File: src/rtl/sa_pkg.sv
// Shared defaults and state encoding for the systolic-array feeder.
package sa_pkg;
    localparam int SA_DATA_W = 8;
    localparam int SA_ROWS   = 4;
    localparam int SA_COLS   = 4;

    typedef enum logic [1:0] {IDLE, LOAD_W, STREAM, DRAIN} sa_feed_state_t;
endpackage

File: src/rtl/sa_skew_line.sv
// DEPTH-stage valid+data delay line; one per PE row to build the diagonal skew.
module sa_skew_line
    import sa_pkg::*;
#(
    parameter int DATA_W = SA_DATA_W,
    parameter int DEPTH  = 1
) (
    input  logic              clk,
    input  logic              rst,
    input  logic              vld_i,
    input  logic [DATA_W-1:0] dat_i,
    output logic              vld_o,
    output logic [DATA_W-1:0] dat_o
);
    logic [DEPTH-1:0]             vld_q;
    logic [DEPTH-1:0][DATA_W-1:0] dat_q;

    // Advance one stage every cycle; bubbles travel like data. Clear flushes all stages.
    always_ff @(posedge clk) begin
        if (rst) begin
            vld_q <= '0;
            dat_q <= '0;
        end else begin
            vld_q[0] <= vld_i;
            dat_q[0] <= dat_i;
            for (int i = 1; i < DEPTH; i++) begin
                vld_q[i] <= vld_q[i-1];
                dat_q[i] <= dat_q[i-1];
            end
        end
    end

    assign vld_o = vld_q[DEPTH-1];
    assign dat_o = dat_q[DEPTH-1];
endmodule

File: src/rtl/sa_feeder.sv
// Left/weight-edge feeder for a weight-stationary systolic array: weight preload
// with one-hot row strobes, then skewed activation streaming and drain.
module sa_feeder
    import sa_pkg::*;
#(
    parameter int DATA_W = SA_DATA_W,
    parameter int ROWS   = SA_ROWS,
    parameter int COLS   = SA_COLS
) (
    input  logic                   clk,
    input  logic                   rst,
    input  logic                   start,
    input  logic                   reload_w,
    output logic                   busy,
    output logic                   done,
    input  logic                   w_valid,
    output logic                   w_ready,
    input  logic [COLS*DATA_W-1:0] w_data,
    input  logic                   a_valid,
    output logic                   a_ready,
    input  logic [ROWS*DATA_W-1:0] a_data,
    input  logic                   a_last,
    output logic [ROWS-1:0]        sa_valid,
    output logic [ROWS-1:0]        sa_load_w,
    output logic [COLS*DATA_W-1:0] sa_weight,
    output logic [ROWS*DATA_W-1:0] sa_act
);
    localparam int              CNT_W     = $clog2(ROWS + 1);
    localparam logic [CNT_W-1:0] LAST_BEAT = CNT_W'(ROWS - 1);
    // Drain counts 0..ROWS: the last vector needs ROWS cycles to leave row ROWS-1,
    // and the extra cycle is the done cycle.
    localparam logic [CNT_W-1:0] DRAIN_END = CNT_W'(ROWS);

    sa_feed_state_t          state_q, state_d;
    logic [CNT_W-1:0]        cnt_q, cnt_d;
    logic [ROWS-1:0]         load_q, load_d;
    logic [COLS*DATA_W-1:0]  weight_q, weight_d;
    logic [ROWS-1:0]         skew_vld;
    logic                    w_hs, a_hs;

    assign w_ready = (state_q == LOAD_W);
    assign a_ready = (state_q == STREAM);
    assign w_hs    = w_valid & w_ready;
    assign a_hs    = a_valid & a_ready;
    assign busy    = (state_q != IDLE);
    assign done    = (state_q == DRAIN) && (cnt_q == DRAIN_END);

    // State, counter and weight-edge registers
    always_ff @(posedge clk) begin
        if (rst) begin
            state_q  <= IDLE;
            cnt_q    <= '0;
            load_q   <= '0;
            weight_q <= '0;
        end else begin
            state_q  <= state_d;
            cnt_q    <= cnt_d;
            load_q   <= load_d;
            weight_q <= weight_d;
        end
    end

    // Next-state, beat/drain counting and weight strobe generation
    always_comb begin
        state_d  = state_q;
        cnt_d    = cnt_q;
        load_d   = '0;
        weight_d = weight_q;
        case (state_q)
            IDLE: begin
                if (start) begin
                    cnt_d   = '0;
                    state_d = reload_w ? LOAD_W : STREAM;
                end
            end
            LOAD_W: begin
                if (w_hs) begin
                    load_d   = ROWS'(1) << cnt_q;
                    weight_d = w_data;
                    if (cnt_q == LAST_BEAT) begin
                        cnt_d   = '0;
                        state_d = STREAM;
                    end else begin
                        cnt_d = cnt_q + CNT_W'(1);
                    end
                end
            end
            STREAM: begin
                if (a_hs && a_last) begin
                    cnt_d   = '0;
                    state_d = DRAIN;
                end
            end
            DRAIN: begin
                if (cnt_q == DRAIN_END) begin
                    cnt_d   = '0;
                    state_d = IDLE;
                end else begin
                    cnt_d = cnt_q + CNT_W'(1);
                end
            end
            default: state_d = IDLE;
        endcase
    end

    // Row r is delayed r+1 registers; non-handshake cycles inject zero bubbles.
    for (genvar r = 0; r < ROWS; r++) begin : g_row
        sa_skew_line #(
            .DATA_W (DATA_W),
            .DEPTH  (r + 1)
        ) u_line (
            .clk   (clk),
            .rst   (rst),
            .vld_i (a_hs),
            .dat_i (a_hs ? a_data[r*DATA_W +: DATA_W] : '0),
            .vld_o (skew_vld[r]),
            .dat_o (sa_act[r*DATA_W +: DATA_W])
        );
    end

    // Load strobes and stream valids never overlap: the skew lines are empty during LOAD_W.
    assign sa_valid  = skew_vld | load_q;
    assign sa_load_w = load_q;
    assign sa_weight = weight_q;
endmodule

File: config.mk
export PLATFORM = sky130hd
export DESIGN_NAME = sa_feeder
export DESIGN_NICKNAME = d
export VERILOG_FILES = /design/src/rtl/sa_pkg.sv /design/src/rtl/sa_skew_line.sv /design/src/rtl/sa_feeder.sv
export SDC_FILE = /design/constraint.sdc
export NUM_CORES = 1
export LEC_CHECK = 0
export CAP_MARGIN = 20
export CORE_ASPECT_RATIO = 0.6
export CORE_MARGIN = 8
export CORE_UTILIZATION = 37
export CTS_CLUSTER_SIZE = 16
export DETAILED_ROUTE_END_ITERATION = 7
export GPL_TIMING_DRIVEN = 1
export MAX_ROUTING_LAYER = met4
export PLACE_DENSITY = 0.68
export SYNTH_ARGS = -nofsm -noshare
export SYNTH_HDL_FRONTEND = slang
export SYNTH_SLANG_ARGS = --single-unit
File: constraint.sdc
create_clock -name clk -period 2.3 [get_ports clk]
set_input_delay 0.345 -clock clk [delete_from_list [all_inputs] [get_ports clk]]
set_output_delay 0.345 -clock clk [all_outputs]
set_load 0.1 [all_outputs]
==> flow_summary.rst, run 1 <==
.. list-table::
   :header-rows: 1

   * - Metric
     - Value
   * - Result of the run
     - complete, no violations
   * - Hold Fails Final Rpt
     - 0
   * - Max Cap Viol
     - 0
   * - Total routed wirelength
     - 9.51 mm
   * - GRT Residual Overflow
     - 0
   * - Number of I/O pins
     - 147
   * - Die height
     - 97.2 um
   * - Count of synthesis-stage warnings from yosys
     - 0
   * - Clock tree from TritonCTS
     - yes
   * - Final critical-path required period
     - 1.86 ns
   * - Top routing layer in use
     - met4
   * - Share of Yosys cell area claimed by the top area cell type
     - about three fifths
   * - Global routing usage summed across all routing layers
     - 13.4%
   * - Number of setup violations in the final report
     - 0
   * - CP Launch Type
     - flip-flop
   * - Required arrival time at the worst endpoint
     - between 1.5 and 2 ns
   * - Predominant post-synthesis flop cell
     - sky130_fd_sc_hd__dfxtp_1
   * - Hold/Removal Path Class
     - in2reg
   * - Top area cells in the synthesized netlist
     - sky130_fd_sc_hd__dfxtp_1 62%, sky130_fd_sc_hd__nor2b_1 7.9%, sky130_fd_sc_hd__nand2_1 6.4%
   * - Total Negative Setup Slacks
     - 0 ns
   * - Relative contribution of sequential cells to total power
     - a little over a third
   * - Final Wtd Congestion
     - 0.802
   * - Number of vias in the routed layout
     - 2917
   * - Area overhead of the layout relative to synthesis
     - 45.1%
   * - Max frequency
     - 0.537 GHz
   * - Buf+Inv Stages, Crit Path
     - 2
   * - Routed wirelength normalized by instance count
     - 13.9 um
   * - Worst clock skew
     - 0.00584 ns
   * - Instance count of the mapped netlist
     - 405
   * - Internal power component
     - 4490 uW
   * - Reg area
     - 2500 um^2
   * - Clock Tree Buf Depth
     - 2
   * - Most repeated cell in the gate-level netlist after synthesis
     - sky130_fd_sc_hd__dfxtp_1
   * - Number of different library cells in the post-synthesis netlist
     - 26
   * - Sequence of cells on the critical path
     - inv_1, ha_1, and3_1, buf_4
   * - Maximum cell stage delay along the critical path
     - 0.41 ns
   * - Sequential-to-total area share from yosys stat
     - about three fifths
   * - Arrival time worst endpoint
     - 1.52 ns
   * - Cell area after synthesis
     - 4060 um^2
   * - Proportion of total power due to net switching
     - about a third
   * - Initial core utilization
     - between 30% and 40%
   * - # H-tree levels
     - 4
   * - Power density cells
     - 1140 nW/um^2
   * - # resized after CTS
     - 0
   * - Die outline width
     - 151 um
   * - Commonest cells in the netlist
     - 125 x sky130_fd_sc_hd__dfxtp_1, 69 x sky130_fd_sc_hd__nand2_1, 51 x sky130_fd_sc_hd__nor2b_1, 35 x sky130_fd_sc_hd__a21oi_1, 32 x sky130_fd_sc_hd__and2_1
   * - Sort of element at the end of the critical path
     - output pin
   * - Clock-pin transition on the worst setup and hold timing paths
     - 0.06 ns
   * - Number of I/O port buffers
     - 146
   * - Remaining max-slew budget at the tightest pin
     - 61.5%
   * - Final instance count without filler cells
     - roughly 680
   * - Number of cell rows
     - 29
   * - Cell Count Post-Placement
     - 650
   * - Layout cells sized above 1
     - 22.3%
   * - Fillers
     - 925
   * - Overall die area
     - around 15000 um^2
   * - Met3 layer wire length in the routed design
     - 611 um
   * - Post-synthesis cell type with the largest combined area
     - sky130_fd_sc_hd__dfxtp_1
   * - Kind of cell adding the most delay to the critical path
     - flip-flops
   * - Net Count, Synth
     - 485
   * - # clock sinks
     - 125
   * - Number of optimization iterations in the first detailed-route pass
     - 7
   * - Drt via density
     - between 4 and 5
   * - Total of flip-flops plus latches after synthesis
     - 125
   * - Worst skew pair latency
     - 0.40 ns
   * - Core outline area
     - 10600 um^2
   * - Combinational fraction of design power
     - 24.1%
   * - CTS Root Buffer Type
     - sky130_fd_sc_hd__clkbuf_16
   * - Max VDD drop
     - 0.593 mV
   * - Leakage
     - 0.00250 uW
   * - Antenna viol nets, final
     - 0
   * - Switching power summed over all nets
     - 2250 uW
   * - Number of enable flip-flop cells after synthesis
     - 0
   * - Count of buffers added by post-CTS timing repair for setup
     - 0
   * - Largest net degree at the start of global routing
     - 42
   * - Nets
     - between 600 and 700
   * - Portion of the clock cycle consumed by the worst path in the final layout
     - 80.9%
   * - Number of remaining DRC errors
     - 0
   * - Highest fanout seen on the critical path
     - 5
   * - Per-instance average area after synthesis
     - approximately 10 um^2
   * - Routed met1 length
     - 4.22 mm
   * - Met2 Wirelength
     - 4.52 mm
   * - Global-route wire length before repair
     - 15.0 mm
   * - Area of the multi-input gates
     - 1270 um^2
   * - Vias in the first global route
     - slightly below 3000
   * - Number of design-rule violations left by the first detailed-router iteration
     - 66
   * - Setup repair after global routing missed its margin
     - false
   * - Crit Path Category
     - reg2out
   * - Antenna cells
     - 0
   * - TritonCTS Buffers
     - 17
   * - Share of power burned in the clock network
     - a little over 40%
   * - Slowest library cell on the worst path
     - sky130_fd_sc_hd__dfxtp_1
   * - Tightest Pin Transition
     - between 0.5 and 0.6 ns
   * - Final number of max-transition violations
     - 0
   * - Async set or reset register ratio after synthesis
     - 0%
   * - Number of antenna violations at the first check in global routing
     - 0
   * - HPWL after DPL
     - 7.05 mm
   * - Cts hold-fix bufs
     - 0
-- metal layers --
| metal | GRT usage [%] | up-vias |
|---|---|---|
| met2 | 20.8 | 88 |
| met5 | - | - |
| li1 | - | 1497 |
| met1 | 15.1 | 1321 |
| met4 | 5.83 | 0 |
| met3 | 5.21 | 11 |
-- power groups by stage --
stage | sequential [uW] | clock (uW) | combinational [uW]
4_1_cts | 2380 | 2810 | 1640
5_1_grt | 2400 | 2920 | 1720
3_3_place_gp | 2420 | 0 | 1620
2_1_floorplan | 2940 | 0 | 718
3_5_place_dp | 2430 | 0 | 1640
6_report | 2380 | 2740 | 1630
-- kinds of logic (layout without fill, tap and decap cells) --
group / Yosys count / after routing / synth area share, %
and+or+nand+nor: 171 / 171 / 21.9
DFF: 125 / 125 / 61.6
adders and majority gates: 9 / 9 / 2.77
buffers and inverters: 54 / 192 / 7.33
AOI/OAI and AO/OA: 44 / 44 / 5.94
muxes: 2 / 2 / 0.493
-- sequential cells by signal (all words and copies together), names as in the netlist --
register / count
cnt_q: 3
g_row.u_line.dat_o: 32
g_row.u_line.dat_q: 48
g_row.u_line.vld_q: 4
sa_load_w: 4
sa_weight: 32
state_q: 2
-- worst paths after layout --
kind,to,start,cells past startpoint,slack [ns]
max,done,cnt_q[1],4,0.44
min,g_row[3].u_line.vld_q[3],rst,2,0.38
max reg2reg,state_q[0],state_q[1],6,0.46
min reg2reg,g_row[2].u_line.dat_q[13],g_row[2].u_line.dat_q[5],1,0.43
-- worst register-to-register path, delay by kind of cell (launching register included) --
kind | cells | cell delay (ns)
DFF | 1 | 0.38
AOI/OAI and AO/OA | 2 | 0.51
buffers and inverters | 1 | 0.10
adders and majority gates | 1 | 0.27
and+or+nand+nor | 2 | 0.53
-- metrics by stage --
| stage | area (um^2) | setup WS [ns] | utilization, % | hold WS, ns | power, uW |
|---|---|---|---|---|---|
| after CTS | 5900 | 0.423 | 55.5 | 0.361 | 6830 |
| after detailed placement | 5280 | 0.374 | 49.6 | 0.421 | 4060 |
| after floorplan | 4060 | 0.177 | - | 0.414 | 3650 |
| final | 5900 | 0.439 | 55.5 | 0.376 | 6750 |
| after global placement | 5280 | 0.470 | 49.6 | 0.417 | 4040 |
| after global routing | 5900 | 0.351 | 55.5 | 0.384 | 7030 |
-- cell type report --
cell class	instances	share of cell area, %
timing repair buffer	150	22.0
clock inverter	14	3.06
inverter	10	0.637
multi-input combinational	226	21.5
sequential	125	42.4
clock buffer	18	7.45
tap	139	2.95
-- cell usage in the layout, fill, tap and decap left out, drive strengths merged --
cell type,synthesis,routed
and2,33,33
ha,9,9
bufinv,0,3
inv,10,16
mux2i,2,2
clkinv,0,3
nor2,5,5
clkinvlp,0,2
and3,3,3
a21oi,35,35
o21ai,3,3
a211oi,2,2
nor2b,52,52
buf,29,81
or2,4,4
dfxtp,125,125
or3,2,2
clkdlybuf4s50,0,69
a21bo,1,1
nand3,2,2
a221o,1,1
clkbuf,15,18
o31ai,1,1
a221oi,1,1
nand2,69,69
nor3,1,1
Note: power is estimated with default switching activity, not from simulation.
==> inputs of run 2 (changes only) <==
--- a/config.mk
+++ b/config.mk
@@ -13,7 +13,7 @@
 export DETAILED_ROUTE_END_ITERATION = 7
 export GPL_TIMING_DRIVEN = 1
 export MAX_ROUTING_LAYER = met4
-export PLACE_DENSITY = 0.68
+export PLACE_DENSITY = 0.71
 export SYNTH_ARGS = -nofsm -noshare
 export SYNTH_HDL_FRONTEND = slang
 export SYNTH_SLANG_ARGS = --single-unit
==> constraint.sdc (replaced) <==
create_clock -name clk -period 1.6 [get_ports clk]
set_input_delay 0.24 -clock clk [delete_from_list [all_inputs] [get_ports clk]]
set_output_delay 0.24 -clock clk [all_outputs]
set_load 0.1 [all_outputs]
==> run 2 against run 1 <==
  * Clock-buffer cell count increased by 1
  * Largest cell class unchanged
  * Design area increased by 18%
  * First-iteration DRC count increased by 85%
  * Critical endpoint unchanged
==> flow_summary.rst, run 2 (same netlist as run 1, synthesis figures left out) <==
.. list-table::
   :header-rows: 1

   * - Metric
     - Value
   * - Antenna viol nets, final
     - 0 (unchanged)
   * - Setup repair after global routing missed its margin
     - true
   * - Clock-pin transition on the worst setup and hold timing paths
     - 0.06 ns (about the same)
   * - Clock tree from TritonCTS
     - yes
   * - Max Cap Viol
     - 0 (unchanged)
   * - Routed met1 length
     - 3.99 mm (-5.4%)
   * - Sort of element at the end of the critical path
     - output pin
   * - # H-tree levels
     - 4 (unchanged)
   * - Number of setup violations in the final report
     - 0 (unchanged)
   * - Clock Tree Buf Depth
     - 2 (unchanged)
   * - Number of vias in the routed layout
     - 2931 (+0.48%)
   * - Hold/Removal Path Class
     - in2reg
   * - Met2 Wirelength
     - 5.21 mm (+15%)
   * - Required arrival time at the worst endpoint
     - 1.36 ns (-0.60 ns)
   * - Cell area after layout
     - 6950 um^2 (+18%)
   * - Layout cells sized above 1
     - 26.5% (+4.2 points)
   * - Register ranked first by flip-flop count
     - g_row.u_line.dat_q
   * - Max frequency
     - ~0.64 GHz
   * - Fillers
     - 829 (-10%)
   * - Placed inst area
     - 6340 um^2 (+20%)
   * - Number of cell rows
     - 29 (unchanged)
   * - Arrival time worst endpoint
     - 1.32 ns (-0.20 ns)
   * - Total power
     - 10000 uW (+48%)
   * - Beginning of the worst hold path
     - rst
   * - Top routing layer in use
     - met4
   * - Hold-critical path endpoint
     - state_q[1]
   * - Worst hold slack
     - 0.205 ns (-0.171 ns)
   * - Crit Path Category
     - reg2out
   * - HPWL after DPL
     - 7.62 mm (+8.0%)
   * - Antenna cells
     - 0 (unchanged)
   * - Result of the run
     - complete, no violations
   * - Global routing usage summed across all routing layers
     - 14.2% (+0.72 points)
   * - Vias in the first global route
     - 3014 (+1.0%)
   * - Cell count of the worst reg-to-reg path
     - 7 (+1)
   * - Largest net degree at the start of global routing
     - 33 (-21%)
   * - Area of the multi-input gates
     - 1310 um^2 (+3.7%)
   * - Number of design-rule violations left by the first detailed-router iteration
     - 122 (+85%)
   * - Capture instance of the worst register-to-register path
     - state_q[0]
   * - GRT Residual Overflow
     - 0 (unchanged)
   * - Cts hold-fix bufs
     - 0 (unchanged)
   * - Die outline width
     - 151 um (unchanged)
   * - R2r setup slk
     - 0.05 ns (-0.41 ns)
   * - Worst skew pair latency
     - 0.39 ns (about the same)
   * - Number of I/O pins
     - 147 (unchanged)
   * - Hold Fails Final Rpt
     - 0 (unchanged)
   * - Final critical-path required period
     - 1.56 ns
   * - Highest fanout seen on the critical path
     - 4 (-1)
   * - Number of I/O port buffers
     - 146 (unchanged)
   * - Nets
     - 618 (+1.3%)
   * - TritonCTS Buffers
     - 17 (unchanged)
   * - Number of cells on the worst hold path
     - 2 (unchanged)
   * - Core outline area
     - 10600 um^2 (unchanged)
   * - Power density cells
     - 1440 nW/um^2 (+26%)
   * - Drt via density
     - 4.25 (-0.69%)
   * - Commonest cells after routing, fill and taps aside
     - 117 x sky130_fd_sc_hd__dfxtp_1, 79 x sky130_fd_sc_hd__buf_12, 69 x sky130_fd_sc_hd__nand2_1, 69 x sky130_fd_sc_hd__clkdlybuf4s50_1, 51 x sky130_fd_sc_hd__nor2b_1
   * - Initial core utilization
     - 38.2% (unchanged)
   * - Area overhead of the layout relative to synthesis
     - 71.1%
   * - Die height
     - 97.2 um (unchanged)
   * - Tightest Pin Transition
     - 0.358 ns (-0.214 ns)
   * - Total routed wirelength
     - 9.88 mm (+4.0%)
   * - Worst clock skew
     - 0.00516 ns (-0.000685 ns)
   * - Global-route wire length before repair
     - 15.7 mm (+4.7%)
   * - Number of optimization iterations in the first detailed-route pass
     - 4 (-3)
   * - Number of flip-flops under the largest register name
     - 48 (unchanged)
   * - Met3 layer wire length in the routed design
     - 589 um (-3.6%)
   * - CTS Root Buffer Type
     - sky130_fd_sc_hd__clkbuf_16
   * - Final Wtd Congestion
     - 0.735 (-8.3%)
   * - Remaining max-slew budget at the tightest pin
     - 75.9% (+14 points)
   * - Max VDD drop
     - 0.760 mV (+28%)
   * - # clock sinks
     - 125 (unchanged)
   * - Reg area
     - 2520 um^2 (+0.70%)
   * - Leading cell type in the layout, fill and taps excluded
     - sky130_fd_sc_hd__dfxtp_1
   * - Number of remaining DRC errors
     - 0 (unchanged)
   * - Leakage
     - 0.00273 uW (+9.4%)
   * - CP Launch Type
     - flip-flop
   * - Number of antenna violations at the first check in global routing
     - 0 (unchanged)
   * - Routed wirelength normalized by instance count
     - 14.3 um (+2.7%)
   * - Origin of the critical flop-to-flop path
     - state_q[1]
   * - Portion of the clock cycle consumed by the worst path in the final layout
     - between 90% and 100%
   * - Overall die area
     - 14700 um^2 (unchanged)
   * - Final number of max-transition violations
     - 0 (unchanged)
-- run 2: changes by cell type in the layout (fill, tap and decap cells not counted), moves of 4 or more --
cell and delta:
sky130_fd_sc_hd__buf_12 +79, sky130_fd_sc_hd__buf_4 -71, sky130_fd_sc_hd__dfxtp_1 -8, sky130_fd_sc_hd__dfxtp_2 +5
sky130_fd_sc_hd__ha_1 -4, sky130_fd_sc_hd__inv_1 -4
-- run 2: power breakdown --
group | switching (uW) | total [uW] | internal [uW]
Sequential | 184 | 3510 | 3330
Clock | 1420 | 3510 | 2100
Combinational | 1820 | 2990 | 1170
-- run 2: worst max path at each step --
| stage | start | to | slack (ns) | cells past startpoint |
|---|---|---|---|---|
| after global routing | state_q[1] | cnt_q[2] | -0.04 | 6 |
| after floorplan | state_q[1] | state_q[0] | -0.04 | 6 |
| final | state_q[1] | done | 0.04 | 3 |
| after global placement | a_valid | state_q[0] | -0.05 | 6 |
| after detailed placement | a_valid | state_q[0] | -0.14 | 6 |
| after CTS | cnt_q[1] | done | 0.003 | 4 |
-- run 2: critical path: stages, from the launching register on --
cell	delay [ns]
sky130_fd_sc_hd__dfxtp_4	0.38
sky130_fd_sc_hd__ha_1	0.17
sky130_fd_sc_hd__and3_4	0.20
sky130_fd_sc_hd__buf_12	0.17
-- run 2: final cells by class --
class | instances | share of cell area [%]
Sequential cell | 125 | 36.2
Clock buffer | 19 | 6.52
Multi-Input combinational cell | 226 | 18.9
Tap cell | 139 | 2.50
Inverter | 10 | 0.576
Timing Repair Buffer | 158 | 33.7
Clock inverter | 13 | 1.55
-- run 2: metal layers --
layer	vias up	GRT usage, %
met5	-	-
met1	1358	15.4
met3	6	4.84
met2	56	23.6
met4	0	4.92
li1	1511	-
-- run 2: per-stage QoR --
stage | worst slack (ns) | instances | setup TNS, ns | util, %
after global routing | -0.0415 | 690 | -0.0819 | 65.4
after global placement | -0.0536 | 656 | -0.0981 | 59.7
final | 0.0377 | 690 | 0 | 65.4
after detailed placement | -0.141 | 656 | -0.281 | 59.7
after CTS | 0.00265 | 689 | 0 | 65.2
after floorplan | -0.0357 | 405 | -0.0713 | -
-- run 2: repair_timing --
item / CTS / global route
setup endpoints to repair: 6 / 5
gates resized for setup: 11 / 3
buffers inserted: 1 / 1
==> inputs of run 3 (changes only) <==
==> constraint.sdc (replaced) <==
create_clock -name clk -period 1.6 [get_ports clk]
set_input_delay 0.32 -clock clk [delete_from_list [all_inputs] [get_ports clk]]
set_output_delay 0.32 -clock clk [all_outputs]
set_load 0.1 [all_outputs]
==> run 3 against run 2 <==
  * The flow now finishes with violations (negative setup slack)
  * Final cell count is 2.0% higher
  * Power is 2.3% higher
  * Hold slack better by 0.037 ns
  * First-iteration DRC count is 9.0% higher
  * Sequential share of layout area is 0.84 points lower
  * Critical path type unchanged
  * Largest cell class unchanged
  * Highest routed layer unchanged
==> flow_summary.rst, run 3 (same netlist as run 1, synthesis figures left out) <==
.. list-table::
   :header-rows: 1

   * - Metric
     - Value
   * - Result of the run
     - finished, violations left
   * - Violations in the final reports
     - negative setup slack
   * - Kind of cell adding the most delay to the critical path
     - flip-flops
   * - # clock sinks
     - 125 (unchanged)
   * - Hold Fails Final Rpt
     - 0 (unchanged)
   * - Power density cells
     - 1440 nW/um^2 (about the same)
   * - Number of remaining DRC errors
     - 0 (unchanged)
   * - Max VDD drop
     - 0.880 mV (+16%)
   * - Worst Slack Setup Final
     - -0.0344 ns (-0.0721 ns)
   * - TritonCTS Buffers
     - 17 (unchanged)
   * - Met2 demand-to-capacity share in global routing
     - 24.5% (+0.92 points)
   * - Final number of max-transition violations
     - 0 (unchanged)
   * - Number of optimization iterations in the first detailed-route pass
     - 4 (unchanged)
   * - Clock tree from TritonCTS
     - yes
   * - Antenna viol nets, final
     - 0 (unchanged)
   * - Buf+Inv Stages, Crit Path
     - 2 (+1)
   * - Global-route wire length before repair
     - 16.6 mm (+5.7%)
   * - Met3 usage
     - 6.09% (+1.3 points)
   * - Placed inst area
     - 6390 um^2 (+0.77%)
   * - Overall die area
     - 14700 um^2 (unchanged)
   * - Maximum cell stage delay along the critical path
     - 0.33 ns (-0.05 ns)
   * - Number of I/O pins
     - 147 (unchanged)
   * - Required arrival time at the worst endpoint
     - 1.28 ns (-0.08 ns)
   * - # H-tree levels
     - 4 (unchanged)
   * - Total routed wirelength
     - 10.7 mm (+8.0%)
   * - Origin of the critical flop-to-flop path
     - state_q[1]
   * - Number of design-rule violations left by the first detailed-router iteration
     - 133 (+9.0%)
   * - Number of flip-flops under the largest register name
     - 48 (unchanged)
   * - Worst clock skew
     - 0.00561 ns (+0.000450 ns)
   * - Cell area after layout
     - 7120 um^2 (+2.4%)
   * - Arrival time worst endpoint
     - 1.31 ns (about the same)
   * - Drt via density
     - 4.34 (+2.2%)
   * - Sort of element at the end of the critical path
     - output pin
   * - Fillers
     - 820 (-1.1%)
   * - Setup repair after global routing missed its margin
     - true
   * - Die outline width
     - 151 um (unchanged)
   * - Register ranked first by flip-flop count
     - g_row.u_line.dat_q
   * - Slowest library cell on the worst path
     - sky130_fd_sc_hd__dfxtp_2
   * - Vias in the first global route
     - 3187 (+5.7%)
   * - Largest net degree at the start of global routing
     - 44 (+33%)
   * - Portion of the clock cycle consumed by the worst path in the final layout
     - 102% (+4.5 points)
   * - Clock Tree Buf Depth
     - 2 (unchanged)
   * - Number of setup violations in the final report
     - 2 (+2)
   * - Core outline area
     - 10600 um^2 (unchanged)
   * - Final instance count without filler cells
     - 704 (+2.0%)
   * - Clock-pin transition on the worst setup and hold timing paths
     - 0.06 ns (about the same)
   * - HPWL after DPL
     - 7.83 mm (+2.8%)
   * - Max Cap Viol
     - 0 (unchanged)
   * - Tightest Pin Transition
     - 0.426 ns (+0.0680 ns)
   * - Number of antenna violations at the first check in global routing
     - 0 (unchanged)
   * - Nets
     - 632 (+2.3%)
   * - Commonest cells after routing, fill and taps aside
     - 117 x sky130_fd_sc_hd__dfxtp_1, 79 x sky130_fd_sc_hd__buf_12, 69 x sky130_fd_sc_hd__clkdlybuf4s50_1
   * - Hold/Removal Path Class
     - in2reg
   * - Max frequency
     - 0.612 GHz (-4.4%)
   * - Critical path origin
     - cnt_q[0]
   * - Leakage
     - 0.00281 uW (+2.8%)
   * - Area overhead of the layout relative to synthesis
     - 75.1%
   * - Reg area
     - 2520 um^2 (unchanged)
   * - CP Launch Type
     - flip-flop
   * - Final critical-path required period
     - 1.63 ns (+0.0721 ns)
   * - Number of vias in the routed layout
     - 3056 (+4.3%)
   * - Number of I/O port buffers
     - 146 (unchanged)
   * - Cell Count Post-Placement
     - 662 (+0.91%)
   * - Global routing usage summed across all routing layers
     - 15.1% (+0.96 points)
   * - Die height
     - 97.2 um (unchanged)
   * - CTS Root Buffer Type
     - sky130_fd_sc_hd__clkbuf_16
   * - Antenna cells
     - 0 (unchanged)
   * - Highest fanout seen on the critical path
     - 3 (-1)
   * - Number of cell rows
     - 29 (unchanged)
   * - Area of the multi-input gates
     - 1350 um^2 (+2.8%)
   * - GRT Residual Overflow
     - 0 (unchanged)
   * - Routed wirelength normalized by instance count
     - 15.2 um (+5.8%)
   * - Remaining max-slew budget at the tightest pin
     - 71.6% (-4.4 points)
   * - Pre-CTS worst setup slack
     - -0.231 ns (-0.0899 ns)
   * - Busiest metal layer after global routing
     - met2
   * - Worst skew pair latency
     - 0.40 ns (about the same)
   * - Initial core utilization
     - 38.2% (unchanged)
   * - M1 GR Usage
     - 16.1% (+0.72 points)
   * - Final Wtd Congestion
     - 0.776 (+5.5%)
   * - Beginning of the worst hold path
     - rst
   * - Worst hold slack
     - 0.242 ns (+0.0366 ns)
   * - Leading cell type in the layout, fill and taps excluded
     - sky130_fd_sc_hd__dfxtp_1
   * - Crit Path Category
     - reg2out
   * - Cts hold-fix bufs
     - 0 (unchanged)
   * - Sequence of cells on the critical path
     - inv_2, ha_4, and3_4, buf_12
   * - Layout cells sized above 1
     - 29.0% (+2.5 points)
-- run 3: final timing paths --
kind | to | cells past startpoint | slack, ns
worst max-delay path | done | 4 | -0.03
worst min register to register | g_row[3].u_line.dat_q[22] | 1 | 0.43
worst max register to register | state_q[0] | 6 | 0.01
worst min-delay path | cnt_q[2] | 2 | 0.24
-- run 3: where the power goes --
| group | total [uW] | internal [uW] | switching, uW |
|---|---|---|---|
| Sequential | 3530 | 3330 | 196 |
| Clock | 3510 | 2140 | 1370 |
| Combinational | 3210 | 1330 | 1880 |
| Total | 10200 | 6800 | 3450 |
-- run 3: area by class of cell --
cell class                 instances  area share [%]
sequential                       125            35.4
timing repair buffer             172            34.8
multi-input combinational        226            19.0
clock buffer                      19            6.08
tap                              139            2.44
clock inverter                    13            1.64
inverter                          10           0.703
-- run 3: worst reg2reg max path, delay by kind of cell, from the launching register on --
kind | cells | cell delay [ns]
AND/OR/NAND/NOR | 2 | 0.46
flip-flops | 1 | 0.39
adder cells (fa/ha/maj) | 1 | 0.16
buffers and inverters | 1 | 0.05
AO/OA/AOI/OAI | 2 | 0.45
-- run 3: per-stage QoR --
step | TNS [ns] | power (uW) | util [%]
final | -0.0345 | 10200 | 66.9
after global routing | -0.348 | 10700 | 66.9
after CTS | -0.0525 | 10200 | 66.3
after detailed placement | -1.22 | 6550 | 60.1
after global placement | -0.555 | 6480 | 60.1
after floorplan | -0.0713 | 5330 | -
-- run 3: per-layer routing --
metal | share of wire (%) | vias to the layer above
li1 | - | 1540
met3 | 7.2 | 11
met4 | 1.3 | 0
met5 | 0 | -
met1 | 42 | 1424
met2 | 50 | 81
-- run 3: what timing repair did --
action | 4_1_cts | 5_1_grt
buffers inserted | 7 | 2
gates resized for setup | 17 | 9
cloned | 0 | 1
setup endpoints to repair | 8 | 12
pin swaps | 3 | 3
